## src/rtl/cal_pkg.sv

```systemverilog
// Shared definitions for the calendar controller slice.
// Holds the FSM state and display-mode encodings, the BCD month constants,
// the month-length constants and the BCD month/year step helpers.
package cal_pkg;

  typedef enum logic [2:0] {
    ST_RUN,
    ST_SET_DAY,
    ST_SET_MONTH,
    ST_SET_YEAR,
    ST_CLAMP_CHK,
    ST_CLAMP_WAIT
  } state_e;

  typedef enum logic [1:0] {
    MODE_RUN       = 2'd0,
    MODE_SET_DAY   = 2'd1,
    MODE_SET_MONTH = 2'd2,
    MODE_SET_YEAR  = 2'd3
  } mode_e;

  // Month is held as {ten, unit} BCD in 5 bits.
  localparam logic [4:0] MON_JAN = 5'h01;
  localparam logic [4:0] MON_FEB = 5'h02;
  localparam logic [4:0] MON_OCT = 5'h10;
  localparam logic [4:0] MON_DEC = 5'h12;

  localparam logic [5:0] MAXDAY_31 = 6'd31;
  localparam logic [5:0] MAXDAY_30 = 6'd30;
  localparam logic [5:0] MAXDAY_29 = 6'd29;
  localparam logic [5:0] MAXDAY_28 = 6'd28;

  function automatic logic [7:0] bin2bcd(input int unsigned v);
    return {4'(v / 10), 4'(v % 10)};
  endfunction

  function automatic logic [4:0] month_inc(input logic [4:0] m);
    if (m == MON_DEC) return MON_JAN;
    if (m[3:0] == 4'd9) return MON_OCT;
    return m + 5'd1;
  endfunction

  function automatic logic [4:0] month_dec(input logic [4:0] m);
    if (m == MON_JAN) return MON_DEC;
    if (m == MON_OCT) return 5'h09;
    return m - 5'd1;
  endfunction

  function automatic logic [7:0] year_inc(input logic [7:0] y);
    if (y == 8'h99) return 8'h00;
    if (y[3:0] == 4'd9) return {y[7:4] + 4'd1, 4'd0};
    return y + 8'd1;
  endfunction

  function automatic logic [7:0] year_dec(input logic [7:0] y);
    if (y == 8'h00) return 8'h99;
    if (y[3:0] == 4'd0) return {y[7:4] - 4'd1, 4'd9};
    return y - 8'd1;
  endfunction

endpackage

```

## src/rtl/calendar_ctrl_if.sv

```systemverilog
// Signal bundle between the calendar controller and its neighbours
// (time-of-day tick, buttons, day counter, display).
//   master : the calendar controller (drives en_d/up/down, decodes, digits)
//   slave  : the surrounding logic (drives tick, buttons, day digits)
interface calendar_ctrl_if;
  logic       tick_day;
  logic       pulse_d;
  logic       btn_mode;
  logic       btn_up;
  logic       btn_down;
  logic [3:0] day_unit;
  logic [1:0] day_ten;
  logic       en_d;
  logic       up;
  logic       down;
  logic       TO;
  logic       T;
  logic       TN;
  logic       leap_year;
  logic [3:0] month_unit;
  logic       month_ten;
  logic [3:0] year_unit;
  logic [3:0] year_ten;
  logic [1:0] mode;
  logic       pulse_y;

  modport master (
    input  tick_day, pulse_d, btn_mode, btn_up, btn_down, day_unit, day_ten,
    output en_d, up, down, TO, T, TN, leap_year,
           month_unit, month_ten, year_unit, year_ten, mode, pulse_y
  );

  modport slave (
    output tick_day, pulse_d, btn_mode, btn_up, btn_down, day_unit, day_ten,
    input  en_d, up, down, TO, T, TN, leap_year,
           month_unit, month_ten, year_unit, year_ten, mode, pulse_y
  );
endinterface

```

## src/rtl/cal_decode.sv

```systemverilog
// Combinational month/year decode.
// Inputs : month_unit_i/month_ten_i (BCD 01-12), year_unit_i/year_ten_i (BCD 00-99)
// Outputs: to_o (31-day month), t_o (30-day month), tn_o (February),
//          leap_o (leap year within 2000-2099), maxday_o (days in month)
// Exactly one of to_o/t_o/tn_o is high; unexpected month codes read as 31-day.
module cal_decode
  import cal_pkg::*;
(
  input  logic [3:0] month_unit_i,
  input  logic       month_ten_i,
  input  logic [3:0] year_unit_i,
  input  logic [3:0] year_ten_i,
  output logic       to_o,
  output logic       t_o,
  output logic       tn_o,
  output logic       leap_o,
  output logic [5:0] maxday_o
);

  always_comb begin
    to_o = 1'b1;
    t_o  = 1'b0;
    tn_o = 1'b0;
    case ({month_ten_i, month_unit_i})
      MON_FEB: begin
        to_o = 1'b0;
        tn_o = 1'b1;
      end
      5'h04, 5'h06, 5'h09, 5'h11: begin
        to_o = 1'b0;
        t_o  = 1'b1;
      end
      default: ;
    endcase
  end

  // Divisible-by-4 test on a BCD pair: the unit set depends on ten parity.
  always_comb begin
    if (year_ten_i[0])
      leap_o = (year_unit_i == 4'd2) || (year_unit_i == 4'd6);
    else
      leap_o = (year_unit_i == 4'd0) || (year_unit_i == 4'd4) || (year_unit_i == 4'd8);
  end

  always_comb begin
    if (to_o)        maxday_o = MAXDAY_31;
    else if (t_o)    maxday_o = MAXDAY_30;
    else if (leap_o) maxday_o = MAXDAY_29;
    else             maxday_o = MAXDAY_28;
  end

endmodule

```

## src/rtl/calendar_ctrl.sv

```systemverilog
// Calendar controller: owns the BCD month and year counters and the
// user set-mode FSM, and sequences the external day counter.
// Ports:
//   clk   - system clock
//   rst_n - synchronous active-low reset
//   bus   - calendar_ctrl_if.master: tick_day, pulse_d, buttons and day
//           digits in; en_d/up/down, TO/T/TN/leap_year, month/year digits,
//           mode and pulse_y out.
// Parameters: RESET_MONTH (1-12), RESET_YEAR (0-99), binary, stored as BCD.
// Optional build macro CAL_TICK_HOLD_EN: a day tick arriving outside RUN is
// held (one deep) and delivered on the first RUN cycle instead of dropped.
module calendar_ctrl
  import cal_pkg::*;
#(
  parameter int unsigned RESET_MONTH = 1,
  parameter int unsigned RESET_YEAR  = 0
) (
  input  logic           clk,
  input  logic           rst_n,
  calendar_ctrl_if.master bus
);

  localparam logic [7:0] RST_MONTH_BCD = bin2bcd(RESET_MONTH);
  localparam logic [7:0] RST_YEAR_BCD  = bin2bcd(RESET_YEAR);

  state_e     state_q, state_d;
  state_e     ret_q, ret_d;
  logic [4:0] month_q, month_d;
  logic [7:0] year_q, year_d;
  logic       pulse_y_q, pulse_y_d;

  logic       en_c, up_c, down_c;
  logic       to_w, t_w, tn_w, leap_w;
  logic [5:0] maxday_w;
  logic [5:0] day_bin;
  logic       tick_w;

  assign day_bin = ({4'b0, bus.day_ten} * 6'd10) + {2'b0, bus.day_unit};

  cal_decode u_decode (
    .month_unit_i (month_q[3:0]),
    .month_ten_i  (month_q[4]),
    .year_unit_i  (year_q[3:0]),
    .year_ten_i   (year_q[7:4]),
    .to_o         (to_w),
    .t_o          (t_w),
    .tn_o         (tn_w),
    .leap_o       (leap_w),
    .maxday_o     (maxday_w)
  );

`ifdef CAL_TICK_HOLD_EN
  logic pend_q, pend_d;

  // In RUN a held tick goes out first; a live tick in that same cycle
  // re-arms the flag so it is delivered one cycle later.
  always_comb begin
    pend_d = pend_q;
    tick_w = bus.tick_day;
    if (state_q == ST_RUN) begin
      tick_w = pend_q | bus.tick_day;
      pend_d = pend_q & bus.tick_day;
    end else begin
      pend_d = pend_q | bus.tick_day;
    end
  end

  always_ff @(posedge clk) begin
    if (!rst_n) pend_q <= 1'b0;
    else        pend_q <= pend_d;
  end
`else
  assign tick_w = bus.tick_day;
`endif

  always_comb begin
    state_d   = state_q;
    ret_d     = ret_q;
    month_d   = month_q;
    year_d    = year_q;
    pulse_y_d = 1'b0;
    en_c      = 1'b0;
    up_c      = 1'b0;
    down_c    = 1'b0;
    unique case (state_q)
      ST_RUN: begin
        en_c = tick_w;
        if (bus.pulse_d) begin
          month_d = month_inc(month_q);
          if (month_q == MON_DEC) begin
            year_d    = year_inc(year_q);
            pulse_y_d = (year_q == 8'h99);
          end
        end
        if (bus.btn_mode) state_d = ST_SET_DAY;
      end
      ST_SET_DAY: begin
        if (bus.btn_mode) begin
          state_d = ST_SET_MONTH;
        end else begin
          up_c   = bus.btn_up & ~bus.btn_down;
          down_c = bus.btn_down & ~bus.btn_up;
        end
      end
      ST_SET_MONTH: begin
        if (bus.btn_mode) begin
          state_d = ST_SET_YEAR;
        end else if (bus.btn_up ^ bus.btn_down) begin
          month_d = bus.btn_up ? month_inc(month_q) : month_dec(month_q);
          ret_d   = ST_SET_MONTH;
          state_d = ST_CLAMP_CHK;
        end
      end
      ST_SET_YEAR: begin
        if (bus.btn_mode) begin
          state_d = ST_RUN;
        end else if (bus.btn_up ^ bus.btn_down) begin
          year_d  = bus.btn_up ? year_inc(year_q) : year_dec(year_q);
          ret_d   = ST_SET_YEAR;
          state_d = ST_CLAMP_CHK;
        end
      end
      // One down step per check; the wait cycle lets the day counter settle
      // before the next comparison.
      ST_CLAMP_CHK: begin
        if (day_bin > maxday_w) begin
          down_c  = 1'b1;
          state_d = ST_CLAMP_WAIT;
        end else begin
          state_d = ret_q;
        end
      end
      ST_CLAMP_WAIT: state_d = ST_CLAMP_CHK;
      default:       state_d = ST_RUN;
    endcase
  end

  always_ff @(posedge clk) begin
    if (!rst_n) begin
      state_q   <= ST_RUN;
      ret_q     <= ST_SET_MONTH;
      month_q   <= RST_MONTH_BCD[4:0];
      year_q    <= RST_YEAR_BCD;
      pulse_y_q <= 1'b0;
    end else begin
      state_q   <= state_d;
      ret_q     <= ret_d;
      month_q   <= month_d;
      year_q    <= year_d;
      pulse_y_q <= pulse_y_d;
    end
  end

  // Clamp states report the set mode they will return to.
  always_comb begin
    unique case (state_q)
      ST_RUN:       bus.mode = MODE_RUN;
      ST_SET_DAY:   bus.mode = MODE_SET_DAY;
      ST_SET_MONTH: bus.mode = MODE_SET_MONTH;
      ST_SET_YEAR:  bus.mode = MODE_SET_YEAR;
      default:      bus.mode = (ret_q == ST_SET_YEAR) ? MODE_SET_YEAR : MODE_SET_MONTH;
    endcase
  end

  assign bus.en_d       = en_c;
  assign bus.up         = up_c;
  assign bus.down       = down_c;
  assign bus.TO         = to_w;
  assign bus.T          = t_w;
  assign bus.TN         = tn_w;
  assign bus.leap_year  = leap_w;
  assign bus.month_unit = month_q[3:0];
  assign bus.month_ten  = month_q[4];
  assign bus.year_unit  = year_q[3:0];
  assign bus.year_ten   = year_q[7:4];
  assign bus.pulse_y    = pulse_y_q;

endmodule

```

## src/flat_wrapper.sv

```systemverilog
// flat-port wrapper written by rule: the top's interface ports become plain ports
module calendar_ctrl_flat import cal_pkg::*;
#(
  parameter int unsigned RESET_MONTH = 1,
  parameter int unsigned RESET_YEAR  = 0
)
  (clk, rst_n, bus_tick_day, bus_pulse_d, bus_btn_mode, bus_btn_up, bus_btn_down, bus_day_unit, bus_day_ten, bus_en_d, bus_up, bus_down, bus_TO, bus_T, bus_TN, bus_leap_year, bus_month_unit, bus_month_ten, bus_year_unit, bus_year_ten, bus_mode, bus_pulse_y);
  calendar_ctrl_if bus_i ();
  input  logic clk;
  input  logic rst_n;
  input wire logic [$bits(bus_i.tick_day)-1:0] bus_tick_day;
  input wire logic [$bits(bus_i.pulse_d)-1:0] bus_pulse_d;
  input wire logic [$bits(bus_i.btn_mode)-1:0] bus_btn_mode;
  input wire logic [$bits(bus_i.btn_up)-1:0] bus_btn_up;
  input wire logic [$bits(bus_i.btn_down)-1:0] bus_btn_down;
  input wire logic [$bits(bus_i.day_unit)-1:0] bus_day_unit;
  input wire logic [$bits(bus_i.day_ten)-1:0] bus_day_ten;
  output wire logic [$bits(bus_i.en_d)-1:0] bus_en_d;
  output wire logic [$bits(bus_i.up)-1:0] bus_up;
  output wire logic [$bits(bus_i.down)-1:0] bus_down;
  output wire logic [$bits(bus_i.TO)-1:0] bus_TO;
  output wire logic [$bits(bus_i.T)-1:0] bus_T;
  output wire logic [$bits(bus_i.TN)-1:0] bus_TN;
  output wire logic [$bits(bus_i.leap_year)-1:0] bus_leap_year;
  output wire logic [$bits(bus_i.month_unit)-1:0] bus_month_unit;
  output wire logic [$bits(bus_i.month_ten)-1:0] bus_month_ten;
  output wire logic [$bits(bus_i.year_unit)-1:0] bus_year_unit;
  output wire logic [$bits(bus_i.year_ten)-1:0] bus_year_ten;
  output wire logic [$bits(bus_i.mode)-1:0] bus_mode;
  output wire logic [$bits(bus_i.pulse_y)-1:0] bus_pulse_y;
  assign bus_i.tick_day = bus_tick_day;
  assign bus_i.pulse_d = bus_pulse_d;
  assign bus_i.btn_mode = bus_btn_mode;
  assign bus_i.btn_up = bus_btn_up;
  assign bus_i.btn_down = bus_btn_down;
  assign bus_i.day_unit = bus_day_unit;
  assign bus_i.day_ten = bus_day_ten;
  assign bus_en_d = bus_i.en_d;
  assign bus_up = bus_i.up;
  assign bus_down = bus_i.down;
  assign bus_TO = bus_i.TO;
  assign bus_T = bus_i.T;
  assign bus_TN = bus_i.TN;
  assign bus_leap_year = bus_i.leap_year;
  assign bus_month_unit = bus_i.month_unit;
  assign bus_month_ten = bus_i.month_ten;
  assign bus_year_unit = bus_i.year_unit;
  assign bus_year_ten = bus_i.year_ten;
  assign bus_mode = bus_i.mode;
  assign bus_pulse_y = bus_i.pulse_y;
  calendar_ctrl #(.RESET_MONTH(RESET_MONTH), .RESET_YEAR(RESET_YEAR)) u_core (.clk(clk), .rst_n(rst_n), .bus(bus_i));
endmodule
```

## config.mk

```make
export PLATFORM = sky130hd
export DESIGN_NAME = calendar_ctrl_flat
export DESIGN_NICKNAME = d
export VERILOG_FILES = /design/src/rtl/cal_pkg.sv /design/src/rtl/calendar_ctrl_if.sv /design/src/rtl/cal_decode.sv /design/src/rtl/calendar_ctrl.sv /design/src/flat_wrapper.sv
export SDC_FILE = /design/constraint.sdc
export NUM_CORES = 1
export LEC_CHECK = 0
export ABC_CLOCK_PERIOD_IN_PS = 7300
export CORE_MARGIN = 2
export CORE_UTILIZATION = 58
export DETAILED_ROUTE_END_ITERATION = 12
export HOLD_SLACK_MARGIN = 0.03
export PLACE_DENSITY = 0.87
export SLEW_MARGIN = 10
export SYNTH_ARGS = -nofsm -noshare
export SYNTH_HDL_FRONTEND = slang
export SYNTH_SLANG_ARGS = --single-unit
```

## constraint.sdc

```tcl
create_clock -name clk -period 7.3 [get_ports clk]
set_clock_uncertainty 0.2 [all_clocks]
set_input_delay 1.46 -clock clk [delete_from_list [all_inputs] [get_ports clk]]
set_output_delay 1.46 -clock clk [all_outputs]
set_load 0.05 [all_outputs]
```

Yosys cells after proc, flatten, opt, wreduce, memory -nomap -nowiden
Cells that the tools add are included.
{"block": "totals", "register_bits": 20, "latchBits": 0, "ram_bits": 0, "mem_bits_ro": 0, "input_bits": 13, "output_inout_bits": 23, "word_cells": 170, "mem_count": 0}
{"block": "op_classes", "addsub": 7, "n_mul": 1, "div": 0, "order_cmp": 1, "n_eq_ne": 29, "shift": 0, "muxes": 106, "bitwise_logic": 5, "reduce_logical": 16}
{"operator": "8-bit 2-to-1 mux", "count": 15}
{"operator": "5-bit 2-to-1 mux", "count": 14}
{"operator": "1-bit 2-to-1 mux", "count": 59}
{"operator": "3-bit 2-to-1 mux", "count": 10}
{"operator": "3-bit case mux with 6 select lines", "count": 1}
{"operator": "8-bit case mux with 2 select lines", "count": 1}
{"operator": "5-bit == test, second input constant", "count": 3}
{"operator": "4-bit == test, second input constant", "count": 3}
{"operator": "5-bit by 3-bit == test with 1-bit output, second input constant", "count": 2}
{"operator": "2-bit inequality test, second input constant", "count": 5}
{"operator": "5-bit case mux with 2 select lines", "count": 1}
{"operator": "5-bit AND reduction", "count": 2}
{"operator": "3-bit by 2-bit == test with 1-bit output, second input constant", "count": 3}
{"operator": "8-bit by 1-bit adder with 8-bit output, second input constant", "count": 1}
{"operator": "4-bit by 3-bit == test with 1-bit output, second input constant", "count": 2}
{"operator": "8-bit == test, second input constant", "count": 1}
{"operator": "8-bit logical NOT", "count": 1}
{"operator": "2-bit case mux with 4 select lines", "count": 1}
{"operator": "4-bit AND reduction", "count": 2}
{"operator": "8-bit by 1-bit subtractor with 8-bit output, second input constant", "count": 1}
{"operator": "6-bit by 4-bit adder with 6-bit output", "count": 1}
{"operator": "3-bit == test, second input constant", "count": 2}
{"operator": "6-bit by 5-bit > comparator with 1-bit output", "count": 1}
{"operator": "2-bit by 1-bit inequality test with 1-bit output, second input constant", "count": 3}
{"operator": "23 further kinds", "count": 30}

Logic depth before layout (Yosys ltp)
Gate-level depths: netlist (run 1).
{"block": "logic_depth", "depth_word": 15, "ltp_mapped": 13, "ltp_nobuf": 13}

By module
From an unflattened synthesis (run 1), not the netlist that was laid out.
{"block": "hier_totals", "cells_unflattened": 273, "area_unflattened_um2": 2077.0}
{"module": "calendar_ctrl", "instances": 1, "cells_per_inst": 255, "area_each_um2": 1959.4}
{"module": "cal_decode", "instances": 1, "cells_per_inst": 18, "area_each_um2": 117.6}

Worst setup path after synthesis (run 1)
No wires, ideal clock.
{"block": "synth_timing", "kind": "register to output", "from": "register u_core.month_q[1]", "to": "output bus_down", "arrival_ps": 4250, "t_required_ps": 5640, "slack_ps": 1390, "stages_incl_launch_ff": 11, "path_buffers": 0, "path_cell_list": "dfxtp_1 > ha_1 > nor4b_1 > nor2b_1 > nor2_1 > ha_1 > nand2_1 > o21ai_0 > o31ai_1 > o211ai_1 > nand2_1"}
{"block": "synth_via", "elab_chain_len": 8, "word_cells_on_any_way": 13}
{"item": "start: declaration", "line_no": "calendar_ctrl.sv:28", "source": "logic [4:0] month_q, month_d;"}
{"item": "start signal: assignment", "line_no": "calendar_ctrl.sv:142", "source": "month_q <= RST_MONTH_BCD[4:0];"}
{"item": "start signal: assignment", "line_no": "calendar_ctrl.sv:148", "source": "month_q <= month_d;"}
{"item": "5-bit by 3-bit == test with 1-bit output, or another cell as far along", "line_no": "cal_decode.sv:24", "source": "case ({month_ten_i, month_unit_i})"}
{"item": "4-bit OR reduction"}
{"item": "1-bit 2-to-1 mux", "line_no": "cal_decode.sv:24"}
{"item": "2-bit 2-to-1 mux", "line_no": "cal_decode.sv:47", "source": "else if (t_o) maxday_o = MAXDAY_30;"}
{"item": "2-bit 2-to-1 mux (*)", "line_no": "cal_decode.sv:46", "source": "if (to_o) maxday_o = MAXDAY_31;"}
{"item": "6-bit by 5-bit > comparator with 1-bit output (*)", "line_no": "calendar_ctrl.sv:126", "source": "if (day_bin > maxday_w) begin"}
{"item": "1-bit 2-to-1 mux (*)", "line_no": "calendar_ctrl.sv:126"}
{"item": "1-bit case mux with 2 select lines (*)", "line_no": "calendar_ctrl.sv:85", "source": "unique case (state_q)"}
{"item": "end: declaration", "line_no": "flat_wrapper.sv:20", "source": "output wire logic [$bits(bus_i.down)-1:0] bus_down;"}
Mark *: on every way between the ends. The rest lies on a longest branch, timed or not.

Final worst setup path (run 1)
{"block": "layout_timing", "from": "input bus_day_ten[1]", "to": "output bus_down"}
{"block": "layout_via", "elab_chain_len": 5}
{"item": "start: declaration", "line_no": "flat_wrapper.sv:17", "source": "input wire logic [$bits(bus_i.day_ten)-1:0] bus_day_ten;"}
{"item": "2-bit by 3-bit multiplier with 5-bit output", "line_no": "calendar_ctrl.sv:38", "source": "assign day_bin = ({4'b0, bus.day_ten} * 6'd10) + {2'b0, bus.day_unit};"}
{"item": "6-bit by 4-bit adder with 6-bit output", "line_no": "calendar_ctrl.sv:38"}
{"item": "6-bit by 5-bit > comparator with 1-bit output", "line_no": "calendar_ctrl.sv:126"}
{"item": "1-bit 2-to-1 mux", "line_no": "calendar_ctrl.sv:126"}
{"item": "1-bit case mux with 2 select lines", "line_no": "calendar_ctrl.sv:85"}
No other way between the ends.

==> results of run 1 <==
## worst min path at each step
stage / end / cells after the start / startpoint / slack, ns
2_1_floorplan: u_core.ret_q[0] / 2 / u_core.ret_q[0] / 0.30
3_3_place_gp: u_core.ret_q[0] / 2 / u_core.ret_q[0] / 0.32
3_5_place_dp: u_core.ret_q[0] / 2 / u_core.ret_q[0] / 0.33
4_1_cts: u_core.ret_q[0] / 2 / u_core.ret_q[0] / 0.36
5_1_grt: u_core.ret_q[0] / 2 / u_core.ret_q[0] / 0.41
6_report: u_core.ret_q[0] / 2 / u_core.ret_q[0] / 0.36
## cell type report
| cell class | count | area (um^2) | area share |
|---|---|---|---|
| Inverter | 12 | 45.0 | 0.0189 |
| Tap cell | 46 | 57.6 | 0.0241 |
| Multi-Input combinational cell | 226 | 1530 | 0.641 |
| Clock buffer | 4 | 36.3 | 0.0152 |
| Timing Repair Buffer | 36 | 358 | 0.150 |
| Sequential cell | 18 | 360 | 0.151 |
## registers in the layout, indices dropped and copies added, names as in the netlist
signal	flops
u_core.bus.pulse_y	1
u_core.month_q	5
u_core.ret_q	1
u_core.state_q	3
u_core.year_q	8
## routing by layer
metal  vias up  global-route usage  wire length (um)
li1       1073                   -                 -
met1       986               0.342              2150
met2        94               0.420              2410
met3         4              0.0375               366
met4         0              0.0707                34
met5         -                   0                 0
## power by group
| part | total [W] | internal (W) | switching, W | leakage, nW |
|---|---|---|---|---|
| registers | 0.000112 | 0.000101 | 0.0000108 | 0.146 |
| logic | 0.000106 | 0.0000421 | 0.0000643 | 0.690 |
| clock network | 0.0000621 | 0.0000304 | 0.0000317 | 0.0210 |
## worst register-to-register path, stage by stage (launching register included)
cell      delay (ns)
dfxtp_1         0.40
inv_1           0.17
ha_1            0.34
nor2_1          0.09
nor3b_1         0.19
nor2_1          0.06
o22ai_1         0.20
nor2_1          0.08
ha_1            0.32
nand2_1         0.11
o21ai_0         0.14
o31ai_1         0.27
o211ai_1        0.18
a21boi_0        0.18
## kinds of logic after synthesis
family | after synthesis
and+or+nand+nor | 105
AOI/OAI and AO/OA | 96
buffers and inverters | 35
DFF | 18
adders and majority gates | 16
muxes | 5
xor gates and xnor gates | 4
## cells in the final DEF (no fill, tap or decap), types with 3 or more instances in the layout
cell,count
and2_1,5
inv_1,12
o31ai_1,5
nand2_1,21
nand2b_1,7
o21ai_1,3
a31oi_1,7
ha_1,15
a21oi_1,23
clkdlybuf4s50_1,35
nor2_1,18
clkbuf_4,3
mux2i_1,4
nor3b_1,5
nor2b_1,7
nor3_2,3
nor4_1,3
nand3_1,10
nand4_1,4
nand3b_1,3
dfxtp_1,18
a41oi_1,3
a21boi_0,4
o21ai_0,16
o211ai_1,9
xnor2_1,3
nor3_1,4
o22ai_1,4
## through the flow
| stage | std cells | util |
|---|---|---|
| after floorplan | 279 | - |
| after global placement | 338 | 0.699 |
| after detailed placement | 338 | 0.699 |
| after CTS | 342 | 0.709 |
| after global routing | 342 | 0.709 |
| final | 342 | 0.709 |
==> results_dict.tcl, run 1 <==
set metrics [dict create \
    synth_cell_types 65 \
    synth_common_cells "a21oi_1 (23), nand2_1 (21), dfxtp_1 (18), nor2_1 (18), o21ai_0 (16)" \
    io_pins 36 \
    cts.path.max_buffers 2 \
    syn-num-nets 308 \
    rows 21 \
    synth_top_family_by_area "compound AO/OA/AOI/OAI gates" \
    syn_inst 279 \
    slew_headroom 0.512 \
    reg2reg_depth 13 \
    synth_edf_count 0 \
    crit_cells 8 \
    startpoint "bus_day_ten[1]" \
    place_area_mm2 0.00235 \
    synth-warning-count 0 \
    areaGrowthSynthToFinish_pct 16.7 \
    initial_core_util 0.608 \
    root_buffer "clkbuf_4" \
    fin_crit_ns 5.94 \
    core_region_area_mm2 0.00336 \
    antennaDiodeCount 0 \
    worst_slack_ns 1.36 \
    slew_violations 0 \
    cellPowerDensity_mw_per_mm2 118 \
    fp.dieH_um 63.4 \
    synthMuxAreaShare 0.0251 \
    grt_usage 0.254 \
    die_width_um 63.4 \
    synth_top_area_frac 0.176 \
    min_period_over_period 0.814 \
    critical_path_class "in -> out" \
    ys_seq_area_frac 0.176 \
    r2r_slack_ns 4.32 \
    required_ns 5.64 \
    critical_path_peak_fanout 8 \
    worst_setup_path_start_kind "input port" \
    hold_class "reg -> reg" \
    place.gp.congestion 0.882 \
    grt_first_pass_wirelength_mm 8.47 \
    place_hpwl_mm 3.65 \
    numCtsBuffers 3 \
    yosys.area_share.simple 0.293 \
    die-area_mm2 0.00402 \
    power_w 0.000281 \
    tns_ns 0 \
    max-cap-violations 0 \
    vias 2157 \
    critPathBufInv 2 \
    synth_largest_area_cell "dfxtp_1" \
    portBuffers 35 \
    cp_cell_sequence "clkdlybuf4s50_1, fa_1, xor2_1, nand2_1, o31ai_1, o211ai_1, nand2_1, clkdlybuf4s50_1" \
    totalWireLength_mm 4.96 \
    cts_hold_buf 0 \
    grt_pass1_vias 1872 \
    cts_max_level 1 \
    synth_fa_ha_area_frac 0.102 \
    cp_top_family "buffers and inverters" \
    hold_viol 0 \
    reg2reg_from "u_core.month_q[0]" \
    synth.most_common_cell "a21oi_1" \
    grt_max_degree 22 \
    ir_drop_mv 0.0770 \
    drc 0 \
    cts_sinks 18 \
    worst_pin_slew_ns 0.730 \
    setup_viol 0 \
    cpMaxStageDelayCell "clkdlybuf4s50_1" \
    whs_ns 0.363 \
    cp-end-kind "primary output" \
    postSynthAreaPerCell_um2 7.33 \
    worstSkewPairLatency_ns 0.29 \
    layout.nets 326 \
    synth_top_flop_cell "dfxtp_1" \
    stdcell_area_mm2 0.00239 \
    ys_ff_latch 18 \
    syn-cell-area_mm2 0.00204 \
    antenna_left 0 \
    drive_gt1_frac 0.0507 \
    rsz0062_at_grt "no" \
    antenna_found_initial 0 \
    drt_iter0_drc 333 \
    synth_xor_xnor_area_share 0.0171 \
    post-place-ws_ns 1.39 \
    cts_tree "built" \
    leakagePower_nw 0.857 \
    cp.arrival_ns 4.28 \
    drt_pass1_iterations 4 \
    status "complete, no violations" \
    viasPerCell 6.31 \
    fmax_mhz 168 \
    wl_per_cell_um 14.5 \
    async_flop_share 0 \
    cts_resized 0 \
    timing.rr.end "u_core.state_q[0]" \
    timing.critical_path.to "bus_down" \
    synth_area_leaders "dfxtp_1 (18%), ha_1 (9.2%), a21oi_1 (5.6%), o21ai_0 (3.9%), nand2_1 (3.9%)" \
    clk_pin_slew_ns 0.11 \
    cpPeakStageDelay_ns 0.80 \
    synth_compound_area_frac 0.311 \
    grt_overflow 0 \
    cts_setup_buffers 0 \
    fill_cells 310 \
]
No activity file was read; power rests on OpenSTA's default activity.
==> run 2, diff against run 1 <==
ABC_CLOCK_PERIOD_IN_PS = 5000   (was 7300)
CORE_UTILIZATION = 48   (was 58)
PLACE_DENSITY = 0.77   (was 0.87)
clock period = 5 ns   (was 7.3 ns; I/O delays follow)
==> results_dict.tcl, run 2 (same netlist as run 1, synthesis figures left out) <==
set metrics [dict create \
    status "complete, no violations" \
    use_met2 0.306 \
    root_buffer "clkbuf_8" \
    hold_class "reg -> reg" \
    p_int_w 0.000279 \
    use_met1 0.295 \
    portBuffers 35 \
    power_frac_comb 0.348 \
    hold_viol 0 \
    drt_pass1_iterations 5 \
    tns_ns 0 \
    cp-end-kind "primary output" \
    final_cell_mix "clkdlybuf4s50_1 (34), a21oi_1 (23), nand2_1 (21), nor2_1 (18), dfxtp_1 (18)" \
    drt_iter0_drc 299 \
    die_width_um 69.3 \
    worst_slack_ns 0.655 \
    viasPerCell 6.29 \
    grt_max_degree 22 \
    swShare 0.365 \
    fmax_mhz 230 \
    fin_crit_ns 4.35 \
    grt_usage 0.201 \
    slew_violations 0 \
    ir_drop_mv 0.122 \
    areaGrowthSynthToFinish_pct 18.1 \
    grt_use_met3 0.0334 \
    largestRegisters "u_core.year_q x8, u_core.month_q x5, u_core.state_q x3" \
    place_hpwl_mm 3.56 \
    antennaDiodeCount 0 \
    leakagePower_nw 0.869 \
    final_common_cell "clkdlybuf4s50_1" \
    p_seq_frac 0.373 \
    grt_pass1_vias 1776 \
    initial_core_util 0.504 \
    layout.nets 326 \
    grt_first_pass_wirelength_mm 8.25 \
    cts_sinks 18 \
    critical_path_class "in -> out" \
    cellPowerDensity_mw_per_mm2 182 \
    power_w 0.000440 \
    core_region_area_mm2 0.00406 \
    required_ns 3.80 \
    fp.dieH_um 69.3 \
    min_period_over_period 0.869 \
    cts_max_level 1 \
    die-area_mm2 0.00480 \
    place.gp.congestion 0.853 \
    worst_pin_slew_ns 0.726 \
    vias 2175 \
    cp.arrival_ns 3.15 \
    pwr-share-clk 0.279 \
    critical_path_peak_fanout 8 \
    busiest_layer "met2" \
    drc 0 \
    grt_overflow 0 \
    setup_viol 0 \
    antenna_found_initial 0 \
    slew_headroom 0.514 \
    io_pins 36 \
    cts_resized 0 \
    multi_input_area_mm2 0.00154 \
    cts_tree "built" \
    drive_gt1_frac 0.0574 \
    max-cap-violations 0 \
    totalWireLength_mm 4.97 \
    worstSkewPairLatency_ns 0.26 \
    cts_setup_buffers 0 \
    largest_reg_flops 8 \
    worst_setup_path_start_kind "input port" \
    rows 23 \
    post-place-ws_ns 0.658 \
    cts_hold_buf 0 \
    rsz0062_at_grt "no" \
    clk_pin_slew_ns 0.07 \
    power.switching_w 0.000160 \
    regArea_um2 360 \
    wl_per_cell_um 14.4 \
    regMostFlops "u_core.year_q" \
    fill_cells 392 \
    antenna_left 0 \
    cts.path.max_buffers 2 \
    numCtsBuffers 3 \
]
==> run 2: area by class of cell <==
cell class / instances / area share
Timing Repair Buffer: 36 / 0.147
Inverter: 12 / 0.0187
Sequential cell: 18 / 0.149
Multi-Input combinational cell: 226 / 0.636
Clock buffer: 4 / 0.0228
Tap cell: 50 / 0.0259
==> run 2: metrics by stage <==
step	std cells	cell area, um^2	util	hold slack [ns]
final	346	2410	0.595	0.376
after detailed placement	342	2360	0.581	0.348
after CTS	346	2410	0.595	0.380
after global routing	346	2410	0.595	0.391
after global placement	342	2360	0.581	0.344
after floorplan	279	2050	-	0.299
==> run 2: power by group through the flow <==
stage          combinational (W)  clock [W]  sequential (W)
2_1_floorplan           0.000106          0        0.000168
3_3_place_gp            0.000149          0        0.000167
3_5_place_dp            0.000152          0        0.000167
4_1_cts                 0.000152   0.000124        0.000164
5_1_grt                 0.000167   0.000132        0.000166
6_report                0.000153   0.000123        0.000164
==> run 2: critical path, cell delays in order <==
cell and delay [ns]:
clkdlybuf4s50_1 0.57, fa_1 0.51, xor2_1 0.19, nand2_1 0.11, o31ai_1 0.33, o211ai_1 0.15
nand2_1 0.09, buf_4 0.19
==> run 2: final timing paths <==
kind / slack (ns) / start / cells past startpoint / endpoint
worst max-delay path: 0.65 / bus_day_ten[1] / 8 / bus_down
worst min register to register: 0.38 / u_core.ret_q[0] / 2 / u_core.ret_q[0]
worst max register to register: 2.20 / u_core.month_q[0] / 13 / u_core.state_q[0]
worst min-delay path: 0.38 / u_core.ret_q[0] / 2 / u_core.ret_q[0]
==> run 2: per-layer routing <==
| metal | vias up | wire (um) | part of all wire |
|---|---|---|---|
| met2 | 96 | 2200 | 0.44 |
| met4 | 0 | 51 | 0.010 |
| li1 | 1067 | - | - |
| met1 | 999 | 2390 | 0.48 |
| met3 | 13 | 324 | 0.065 |
| met5 | - | 0 | 0 |
==> run 3, diff against run 2 <==
GPL_TIMING_DRIVEN = 0   (was unset)
==> results_dict.tcl, run 3 (same netlist as run 1, synthesis figures left out) <==
set metrics [dict create \
    cp-end-kind "primary output" \
    die-area_mm2 0.00480 \
    worst_setup_path_start_kind "input port" \
    io_pins 36 \
    grt_pass1_vias 1966 \
    setup_viol 0 \
    antenna_found_initial 0 \
    wl_per_cell_um 14.7 \
    drc 0 \
    drt_pass1_iterations 4 \
    antenna_left 0 \
    hold_class "reg -> reg" \
    drt_iter0_drc 270 \
    critical_path_peak_fanout 8 \
    fill_cells 375 \
    layout.nets 348 \
    root_buffer "clkbuf_8" \
    required_ns 3.80 \
    worstSkewPairLatency_ns 0.26 \
    rsz0062_at_grt "no" \
    largestRegisters "u_core.year_q x8, u_core.month_q x5, u_core.state_q x3" \
    cp_cell_sequence "clkdlybuf4s50_1, fa_1, xor2_1, nand2_1, o31ai_1, o211ai_1, nand2_1, dlygate4sd2_1" \
    grt_max_degree 11 \
    viasPerCell 6.10 \
    portBuffers 35 \
    whs_ns 0.354 \
    critical_path_class "in -> out" \
    slew_violations 0 \
    stdcell_area_mm2 0.00252 \
    cpMaxStageDelayCell "clkdlybuf4s50_1" \
    antennaDiodeCount 0 \
    fp.dieH_um 69.3 \
    fmax_mhz 208 \
    vias 2243 \
    largest_reg_flops 8 \
    numCtsBuffers 3 \
    final_common_cell "clkdlybuf4s50_1" \
    grt_usage 0.224 \
    cts_tree "built" \
    die_width_um 69.3 \
    rows 23 \
    min_period_over_period 0.963 \
    worst_pin_slew_ns 0.710 \
    grt_first_pass_wirelength_mm 9.11 \
    ir_drop_mv 0.130 \
    clk_pin_slew_ns 0.07 \
    place.gp.congestion 0.884 \
    cts_max_level 1 \
    hold_viol 0 \
    cts_setup_buffers 0 \
    slew_headroom 0.526 \
    max-cap-violations 0 \
    final_cell_mix "clkdlybuf4s50_1 (34), a21oi_1 (23), nand2_1 (21), nor2_1 (18), dfxtp_1 (18)" \
    leakagePower_nw 0.930 \
    cellPowerDensity_mw_per_mm2 176 \
    place_hpwl_mm 4.03 \
    cpPeakStageDelay_ns 0.57 \
    core_region_area_mm2 0.00406 \
    initial_core_util 0.504 \
    cts.path.max_buffers 2 \
    fin_crit_ns 4.82 \
    areaGrowthSynthToFinish_pct 23.1 \
    cts_sinks 18 \
    drive_gt1_frac 0.0755 \
    place_area_mm2 0.00246 \
    totalWireLength_mm 5.41 \
    regMostFlops "u_core.year_q" \
    cp_common_cell "nand2_1" \
    cp.arrival_ns 3.62 \
    grt_overflow 0 \
    status "complete, no violations" \
]
==> run 3: cell types whose count changed in the layout (fill, tap and decap cells not counted), sizes merged <==
cell         before  now
buf               2   10
clkbuf            4   17
dlygate4sd2       0    1
==> run 3: final cells by class <==
class,count,area (um^2),share of cell area
Buffer,23,110,0.0437
Clock buffer,4,55.1,0.0219
Inverter,12,45.0,0.0179
Multi-Input combinational cell,226,1540,0.610
Sequential cell,18,360,0.143
Tap cell,50,62.6,0.0249
Timing Repair Buffer,35,349,0.139
==> run 3: what timing repair did <==
| item | CTS | global route |
|---|---|---|
| setup endpoints to repair | 1 | 0 |
| endpoints found under the hold margin | 0 | 0 |
| hold buffers | 0 | 0 |
| gates resized for setup | 1 | 0 |
==> run 3: stage by stage <==
| stage | worst slack (ns) | setup TNS (ns) | power, W | utilization | cells |
|---|---|---|---|---|---|
| after floorplan | 0.310 | 0 | 0.000274 | - | 279 |
| after global placement | 0.0202 | 0 | 0.000322 | 0.607 | 364 |
| after detailed placement | -0.0485 | -0.0485 | 0.000325 | 0.607 | 364 |
| after CTS | 0.221 | 0 | 0.000443 | 0.620 | 368 |
| after global routing | 0.0661 | 0 | 0.000467 | 0.620 | 368 |
| final | 0.185 | 0 | 0.000443 | 0.620 | 368 |
==> run 3: worst max-delay path, delay by kind of cell <==
family                   cells  cell delay, ns
AO/OA/AOI/OAI                2            0.56
XOR/XNOR                     1            0.20
adder cells (fa/ha/maj)      1            0.51
buffers and inverters        2            1.10
AND/OR/NAND/NOR              2            0.23
==> run 3: worst paths after layout <==
path | start | endpoint | slack (ns) | cells after the start
setup reg to reg | u_core.month_q[0] | u_core.state_q[0] | 2.16 | 13
hold / removal | u_core.ret_q[0] | u_core.ret_q[0] | 0.35 | 2
hold reg to reg | u_core.ret_q[0] | u_core.ret_q[0] | 0.35 | 2
setup / recovery | bus_day_ten[1] | bus_down | 0.18 | 8
==> run 3: report_power, final <==
| part | switching [W] | total, W | leakage [nW] | internal [W] |
|---|---|---|---|---|
| combinational | 0.000105 | 0.000169 | 0.755 | 0.0000640 |
| sequential | 0.00000684 | 0.000155 | 0.146 | 0.000148 |
| clock | 0.0000495 | 0.000120 | 0.0288 | 0.0000700 |
==> run 3: per-layer routing <==
metal,vias to the layer above,global-route usage,wire length [um]
met5,-,0,0
met4,0,0.0588,49
met3,4,0.0320,308
met2,94,0.356,2470
met1,1034,0.317,2580
li1,1111,-,-
